==> src/rtl/line_buffer_apbif.sv <==
// APB3 slave front-end for line_buffer_reg: setup/access tracking with WAIT_CYC wait
// states, one-hot register selects, a single-cycle write strobe and readback mux.
module line_buffer_apbif #(
    parameter int ADDR_W   = 12,
    parameter int WAIT_CYC = 1
) (
    input  logic              pclk,
    input  logic              presetn,
    input  logic              psel,
    input  logic              penable,
    input  logic              pwrite,
    input  logic [ADDR_W-1:0] paddr,
    input  logic [31:0]       pwdata,
    output logic              pready,
    output logic [31:0]       prdata,
    output logic              pslverr,
    output logic              apbif_wr,
    output logic [31:0]       apbif_wdata,
    output logic              ctrl_ff_sel,
    output logic              real_depth_ff_sel,
    output logic              line_wr_ff_sel,
    output logic              ram_base_ff_sel,
    output logic              ram_base_offset_ff_sel,
    output logic              actived_chnl_ff_sel,
    output logic              actived_chnl_bits_ff_sel,
    output logic              inactived_chnl_bits_ff_sel,
    output logic              ro_test_ff_sel,
    input  logic [5:0]        ctrl_ff,
    input  logic [15:0]       real_depth_ff,
    input  logic [15:0]       line_wr_ff,
    input  logic [31:0]       ram_base_ff,
    input  logic [31:0]       ram_base_offset_ff,
    input  logic [15:0]       actived_chnl_ff,
    input  logic [31:0]       actived_chnl_bits_ff,
    input  logic [15:0]       inactived_chnl_bits_ff,
    input  logic [23:0]       ro_test_ff
);

    typedef enum logic {IDLE, ACCESS} state_t;

    localparam logic [2:0] WAIT_INIT = 3'(WAIT_CYC);

    state_t      state_q, state_d;
    logic [2:0]  cnt_q, cnt_d;
    logic [8:0]  sel_q, sel_d;
    logic        err_q, err_d;
    logic        pwrite_q, pwrite_d;
    logic [31:0] wdata_q, wdata_d;

    logic [8:0]  dec_sel;
    logic        dec_err;
    logic        pready_c;

    // Registers live at word offsets 0x00..0x20; everything else is an error.
    always_comb begin
        dec_sel = '0;
        dec_err = 1'b1;
        if ((paddr[ADDR_W-1:6] == '0) && (paddr[1:0] == 2'b00) && (paddr[5:2] <= 4'd8)) begin
            dec_err             = 1'b0;
            dec_sel[paddr[5:2]] = 1'b1;
        end
    end

    always_comb begin
        state_d  = state_q;
        cnt_d    = cnt_q;
        sel_d    = sel_q;
        err_d    = err_q;
        pwrite_d = pwrite_q;
        wdata_d  = wdata_q;
        pready_c = 1'b0;
        case (state_q)
            IDLE: begin
                if (psel && !penable) begin
                    state_d  = ACCESS;
                    cnt_d    = WAIT_INIT;
                    sel_d    = dec_sel;
                    err_d    = dec_err;
                    pwrite_d = pwrite;
                    wdata_d  = pwdata;
                end
            end
            ACCESS: begin
                if (!psel) begin
                    state_d = IDLE;
                end else if (penable) begin
                    if (cnt_q != 3'd0) begin
                        cnt_d = cnt_q - 3'd1;
                    end else begin
                        pready_c = 1'b1;
                        state_d  = IDLE;
                    end
                end
            end
            default: state_d = IDLE;
        endcase
    end

    always_ff @(posedge pclk or negedge presetn) begin
        if (!presetn) begin
            state_q  <= IDLE;
            cnt_q    <= '0;
            sel_q    <= '0;
            err_q    <= 1'b0;
            pwrite_q <= 1'b0;
            wdata_q  <= '0;
        end else begin
            state_q  <= state_d;
            cnt_q    <= cnt_d;
            sel_q    <= sel_d;
            err_q    <= err_d;
            pwrite_q <= pwrite_d;
            wdata_q  <= wdata_d;
        end
    end

    logic [8:0] sel_out;
    assign sel_out = (state_q == ACCESS) ? sel_q : 9'd0;

    assign pready      = pready_c;
    assign pslverr     = pready_c & err_q;
    assign apbif_wr    = pready_c & pwrite_q & ~err_q;
    assign apbif_wdata = wdata_q;

    assign ctrl_ff_sel                = sel_out[0];
    assign real_depth_ff_sel          = sel_out[1];
    assign line_wr_ff_sel             = sel_out[2];
    assign ram_base_ff_sel            = sel_out[3];
    assign ram_base_offset_ff_sel     = sel_out[4];
    assign actived_chnl_ff_sel        = sel_out[5];
    assign actived_chnl_bits_ff_sel   = sel_out[6];
    assign inactived_chnl_bits_ff_sel = sel_out[7];
    assign ro_test_ff_sel             = sel_out[8];

    // sel_q is one-hot (or zero on error), so an AND-OR mux suffices.
    always_comb begin
        prdata = '0;
        if (pready_c && !pwrite_q && !err_q) begin
            prdata = ({26'd0, ctrl_ff}                & {32{sel_q[0]}})
                   | ({16'd0, real_depth_ff}          & {32{sel_q[1]}})
                   | ({16'd0, line_wr_ff}             & {32{sel_q[2]}})
                   | (ram_base_ff                     & {32{sel_q[3]}})
                   | (ram_base_offset_ff              & {32{sel_q[4]}})
                   | ({16'd0, actived_chnl_ff}        & {32{sel_q[5]}})
                   | (actived_chnl_bits_ff            & {32{sel_q[6]}})
                   | ({16'd0, inactived_chnl_bits_ff} & {32{sel_q[7]}})
                   | ({8'd0, ro_test_ff}              & {32{sel_q[8]}});
        end
    end

endmodule
==> config.mk <==
export PLATFORM = sky130hd
export DESIGN_NAME = line_buffer_apbif
export DESIGN_NICKNAME = d
export VERILOG_FILES = /design/src/rtl/line_buffer_apbif.sv
export SDC_FILE = /design/constraint.sdc
export NUM_CORES = 1
export LEC_CHECK = 0
export ABC_CLOCK_PERIOD_IN_PS = 1600
export CAP_MARGIN = 10
export CORE_ASPECT_RATIO = 2
export CORE_MARGIN = 8
export CORE_UTILIZATION = 27
export DETAILED_ROUTE_END_ITERATION = 8
export PLACE_DENSITY = 0.79
export SLEW_MARGIN = 20
export SYNTH_ARGS = -nofsm -noshare
export SYNTH_HDL_FRONTEND = slang
export SYNTH_SLANG_ARGS = --single-unit
==> constraint.sdc <==
create_clock -name pclk -period 1.6 [get_ports pclk]
set_input_delay 0.16 -clock pclk [delete_from_list [all_inputs] [get_ports pclk]]
set_output_delay 0.16 -clock pclk [all_outputs]
set_load 0.02 [all_outputs]
Word-level counts from Yosys, hierarchy flattened
Index checks and enable logic that the tools add are counted.
Cells by class
  reductions and logical operators: 14
  div/mod/pow operators: 0
  eq/ne operators: 4
  muxes and demuxes: 20
  shift operators: 0
  $mul: 0
  add/sub/neg operators: 1
  order comparisons: 3
  bitwise logic cells: 22
Operators by type and width (number)
  $or A32 B32 Y32: 8
  $and A16 B32 Y32: 4
  $and A32 B32 Y32: 3
  $and A24 B32 Y32: 1
  $and A6 B32 Y32: 1
  $mux W32: 1
  $mux W9: 2
  $mux W3: 4
  $mux W1: 10
  $logic_and A1 B1 Y1: 6
  $logic_not A6 Y1: 1
  $ne A2 B2 Y1 const B: 3
  $pmux W3 S2: 1
  $lt A4 B5 Y1 const B: 1
  $demux W1 S4: 1
  $ge A4 B1 Y1 const B: 1
  $le A4 B4 Y1 const B: 1
  $reduce_and A4 Y1: 1
  $and A1 B1 Y1: 3
  $logic_not A1 Y1: 3
  $reduce_bool A3 Y1: 1
  $sub A3 B1 Y3 const B: 1
  $logic_not A2 Y1: 1
  $ne A2 B1 Y1 const B: 1
  other kinds (3): 4
Storage, ports and cells
  memory bits (writable): 0
  output and inout bits: 76
  input port bits: 239
  register bits: 47
  logic and storage cells: 70
  bits in latches: 0
  memories: 0
  bits in read-only memories: 0

Depth between registers and ports, before layout
  depth in word-level cells: 10
  gate-level depth with buffers: 8
  mapped depth without buffers: 6

Worst setup path before layout
No wires, ideal clock.
  kind: register to output
  from: reg cnt_q[0]
  to: out prdata[10]
  cell stages (with the launch flop): 9
  setup slack: -395 ps
  required time: 1440 ps
  data arrival time: 1835 ps
  buffers on the path: 2
  path through: dfrtp_1 inv_1 ha_1 ha_1 nand4_2 or3_1 buf_6 buf_6 a31oi_1
On the way
  cells in the longest elaborated chain, start to end: 8
Ends and longest elaborated chain
  start: declaration: RTL line 44  | logic [2:0] cnt_q, cnt_d;
  start signal: assignment: RTL line 109  | cnt_q <= cnt_d;
  $reduce_bool A3 Y1: RTL line 87  | if (cnt_q != 3'd0) begin
  $mux W1: RTL line 87
  $mux W1: RTL line 86  | end else if (penable) begin
  $mux W1: RTL line 84  | if (!psel) begin
  $mux W1: RTL line 72  | case (state_q)
  $logic_and A1 B1 Y1 (2 in a row): RTL line 138  | if (pready_c && !pwrite_q && !err_q) begin
  $mux W32: RTL line 138
  end: declaration: RTL line 15  | output logic [31:0] prdata,
No other way between the ends.

Final worst setup path
  from: reg cnt_q[1]
  to: out prdata[12]
The elaborated chain is that of the path after synthesis.

==> flow_metrics.tcl <==
set metrics [dict create \
    p_seq_share_pct 32.9 \
    layout_setup_ws_ps -666 \
    required_ps 1440 \
    grt_pass1_wl_um 31100 \
    drtAntennaViolNets 0 \
    routed_via_density 5.32 \
    cts_buffers 5 \
    hold_class "in -> async" \
    drtPass1Iterations 5 \
    die_h_um 167 \
    syn_nets 611 \
    grt_remaining_overflow 0 \
    grt_max_degree 48 \
    timing.slew.headroom_pct 67.7 \
    vias 4813 \
    switching_share_pct 28.3 \
    hold_viol_final 0 \
    start_util_pct 27.3 \
    cp-start-kind "flip-flop" \
    outcome "finished, violations left" \
    net-switching-power_mw 1.28 \
    clock_latency_ps 290 \
    finalCritPeriodShare_pct 142 \
    die_area_um2 15200 \
    seq_area_frac_synth_pct 38.4 \
    antenna_found_initial 7 \
    cap_violations 0 \
    fin_cells 905 \
    first_global_vias 5375 \
    clockPowerShare_pct 26.8 \
    layout.nets 999 \
    crit_fanout 8 \
    synth.avg_cell_area_um2 8.27 \
    cts_tree "yes" \
    dp_slack_ps -898 \
    gp_congestion 0.954 \
    fp.dieW_um 91.3 \
    yosys_warnings 0 \
    drc 0 \
    hpwlAfterDp_um 17300 \
    port_buffers 314 \
    syn_inst 370 \
    rr_startpoint "state_q$_DFF_PN0_" \
    synth_edf_count 0 \
    grt_use_total_pct 26.3 \
    cts.sinks 47 \
    synthDistinctLibCells 37 \
    wire_per_inst_um 23.5 \
    drive_above_1_share_pct 27.3 \
    clk_pin_slew_ps 70 \
    setup_viol 57 \
    min_period_ps 2270 \
    cts_root_buffer "clkbuf_16" \
    ctsLongestPathBuffers 2 \
    failed_checks "negative setup slack" \
    final_core_util_pct 70.4 \
    p_int_mw 3.26 \
    critPathKind "reg -> out" \
    cts-htree-levels 2 \
    power.density_nw_per_um2 575 \
    placed_cells 878 \
    maxSlewViolCount 0 \
    clock_skew_ps 8.14 \
    finalSetupTns_ps -22710 \
    leakagePower_nw 3.14 \
    r2r_cells 7 \
    async_flop_share_pct 100 \
    synthToLayoutAreaGrowth_pct 158 \
    worst_pin_slew_ps 484 \
    wl_um 21300 \
    combPwrFrac_pct 40.3 \
    worstSetupEndpointType "output port" \
    core-area_um2 11200 \
    row_count 55 \
    timing.fmax_mhz 441 \
    crit_arrival_ps 2110 \
    syn_area_um2 3060 \
    drt-initial-drc-count 244 \
    grt_setup_unrepaired "true" \
    synth-main-ff-cell "dfrtp_1" \
    worstSetupStartpoint "cnt_q[1]$_DFFE_PN0P_" \
    io_pins 315 \
    synth_seq_cells 47 \
    peakVddDrop_v 0.000925 \
]
routing by layer:
metal	share of wire [%]	track usage [%]	vias up	wire length [µm]
li1	-	-	2165	-
met2	51	46.6	302	10900
met4	5.9	17.0	6	1250
met1	34	25.0	2261	7190
met3	8.6	8.96	79	1840
met5	0.19	0	-	41
power by group through the flow:
stage	Sequential, mW	Combinational (mW)	Clock [mW]
6_report	1.49	1.83	1.22
4_1_cts	1.49	1.77	1.24
2_1_floorplan	1.68	0.369	0
3_5_place_dp	1.51	1.68	0
5_1_grt	1.51	1.93	1.28
3_3_place_gp	1.50	1.61	0
cells in the mapped netlist (3+ instances only):
| cell | n | share of area, % |
|---|---|---|
| and2_1 | 11 | 2.2 |
| clkbuf_1 | 22 | 2.7 |
| buf_1 | 3 | 0.37 |
| nor2_1 | 9 | 1.1 |
| dfrtp_1 | 47 | 38 |
| o21ai_0 | 9 | 1.5 |
| buf_6 | 3 | 1.1 |
| inv_1 | 5 | 0.61 |
| a21oi_1 | 7 | 1.1 |
| a221oi_1 | 16 | 4.6 |
| nand2_1 | 109 | 13 |
| a222oi_1 | 14 | 4.6 |
| a31oi_1 | 17 | 3.5 |
| a22oi_1 | 43 | 11 |
| a22o_1 | 18 | 5.1 |
| buf_2 | 9 | 1.5 |
metrics by stage:
stage	hold slack, ps	power, mW	cell area (µm²)
2_1_floorplan	-136	2.05	3470
3_3_place_gp	156	3.11	7410
3_5_place_dp	159	3.19	7410
4_1_cts	385	4.50	7750
5_1_grt	393	4.72	7890
6_report	371	4.54	7890
registers in the layout, summed over array words and instances (netlist names):
register and cells:
pwrite_q 1, apbif_wdata 32, err_q 1, state_q 1
sel_q 9, cnt_q 3
critical path: stages, from the launching register on:
cell and delay, ps:
dfrtp_1 400, inv_2 90, ha_4 140, ha_4 130
nand4_4 100, or3_4 440, buf_12 190, a31oi_4 160
buf_6 140
layout by cell type (no fill, tap or decap), types with 2 or more instances in the layout:
cell and n:
diode_2 4, a22o_1 18, clkdlybuf4s15_2 2, ha_4 2
a221oi_1 16, a31oi_4 17, dfrtp_1 44, buf_6 36
a22oi_1 43, buf_4 86, nand2_1 107, inv_2 3
clkbuf_2 3, nor3b_2 2, nor2_4 8, clkdlybuf4s50_1 269
o21ai_0 6, o22ai_1 2, dfrtp_2 3, nor4_1 2
inv_1 2, buf_2 4, clkbuf_16 8, and2_1 10
o21ai_1 3, nand3b_1 2, nand4b_1 2, a222oi_1 14
nor2b_1 2, a21oi_4 8, buf_12 13, nand2_2 2
final timing paths:
| path | slack (ps) | endpoint |
|---|---|---|
| max in group asynchronous | 980 | sel_q[5]$_DFFE_PN0P_ |
| min | 370 | apbif_wdata[28]$_DFFE_PN0P_ |
| max | -670 | prdata[12] |
| max reg2reg | -80 | apbif_wdata[27]$_DFFE_PN0P_ |
| min in group pclk | 390 | apbif_wdata[11]$_DFFE_PN0P_ |
| min reg2reg | 470 | apbif_wdata[26]$_DFFE_PN0P_ |
repair_timing:
action | 4_1_cts | 5_1_grt
resized for setup | 238 | 22
setup buffers | 7 | 4
hold endpoints to repair | 47 | 0
hold buffers | 1 | 0
gates cloned | 1 | 3
setup endpoints to repair | 60 | 65
pin swaps | 0 | 7
cell type report:
cell class              instances  area [µm²]
well taps                     142         178
clock buffers                   6         139
clock inverters                 2        35.0
multi-input cells             280        2140
inverters                       5        18.8
flip-flops and latches         47        1180
fillers                       833        3320
diodes                          4        10.0
repair buffers                419        4190
cells by family after synthesis:
kind of cell	synth area share, %
and+or+nand+nor	21.1
AOI/OAI and AO/OA	32.6
DFF	38.4
buffers and inverters	6.74
adders and majority gates	0.817
muxes	0.327
No activity file was read; power rests on OpenSTA's default activity.
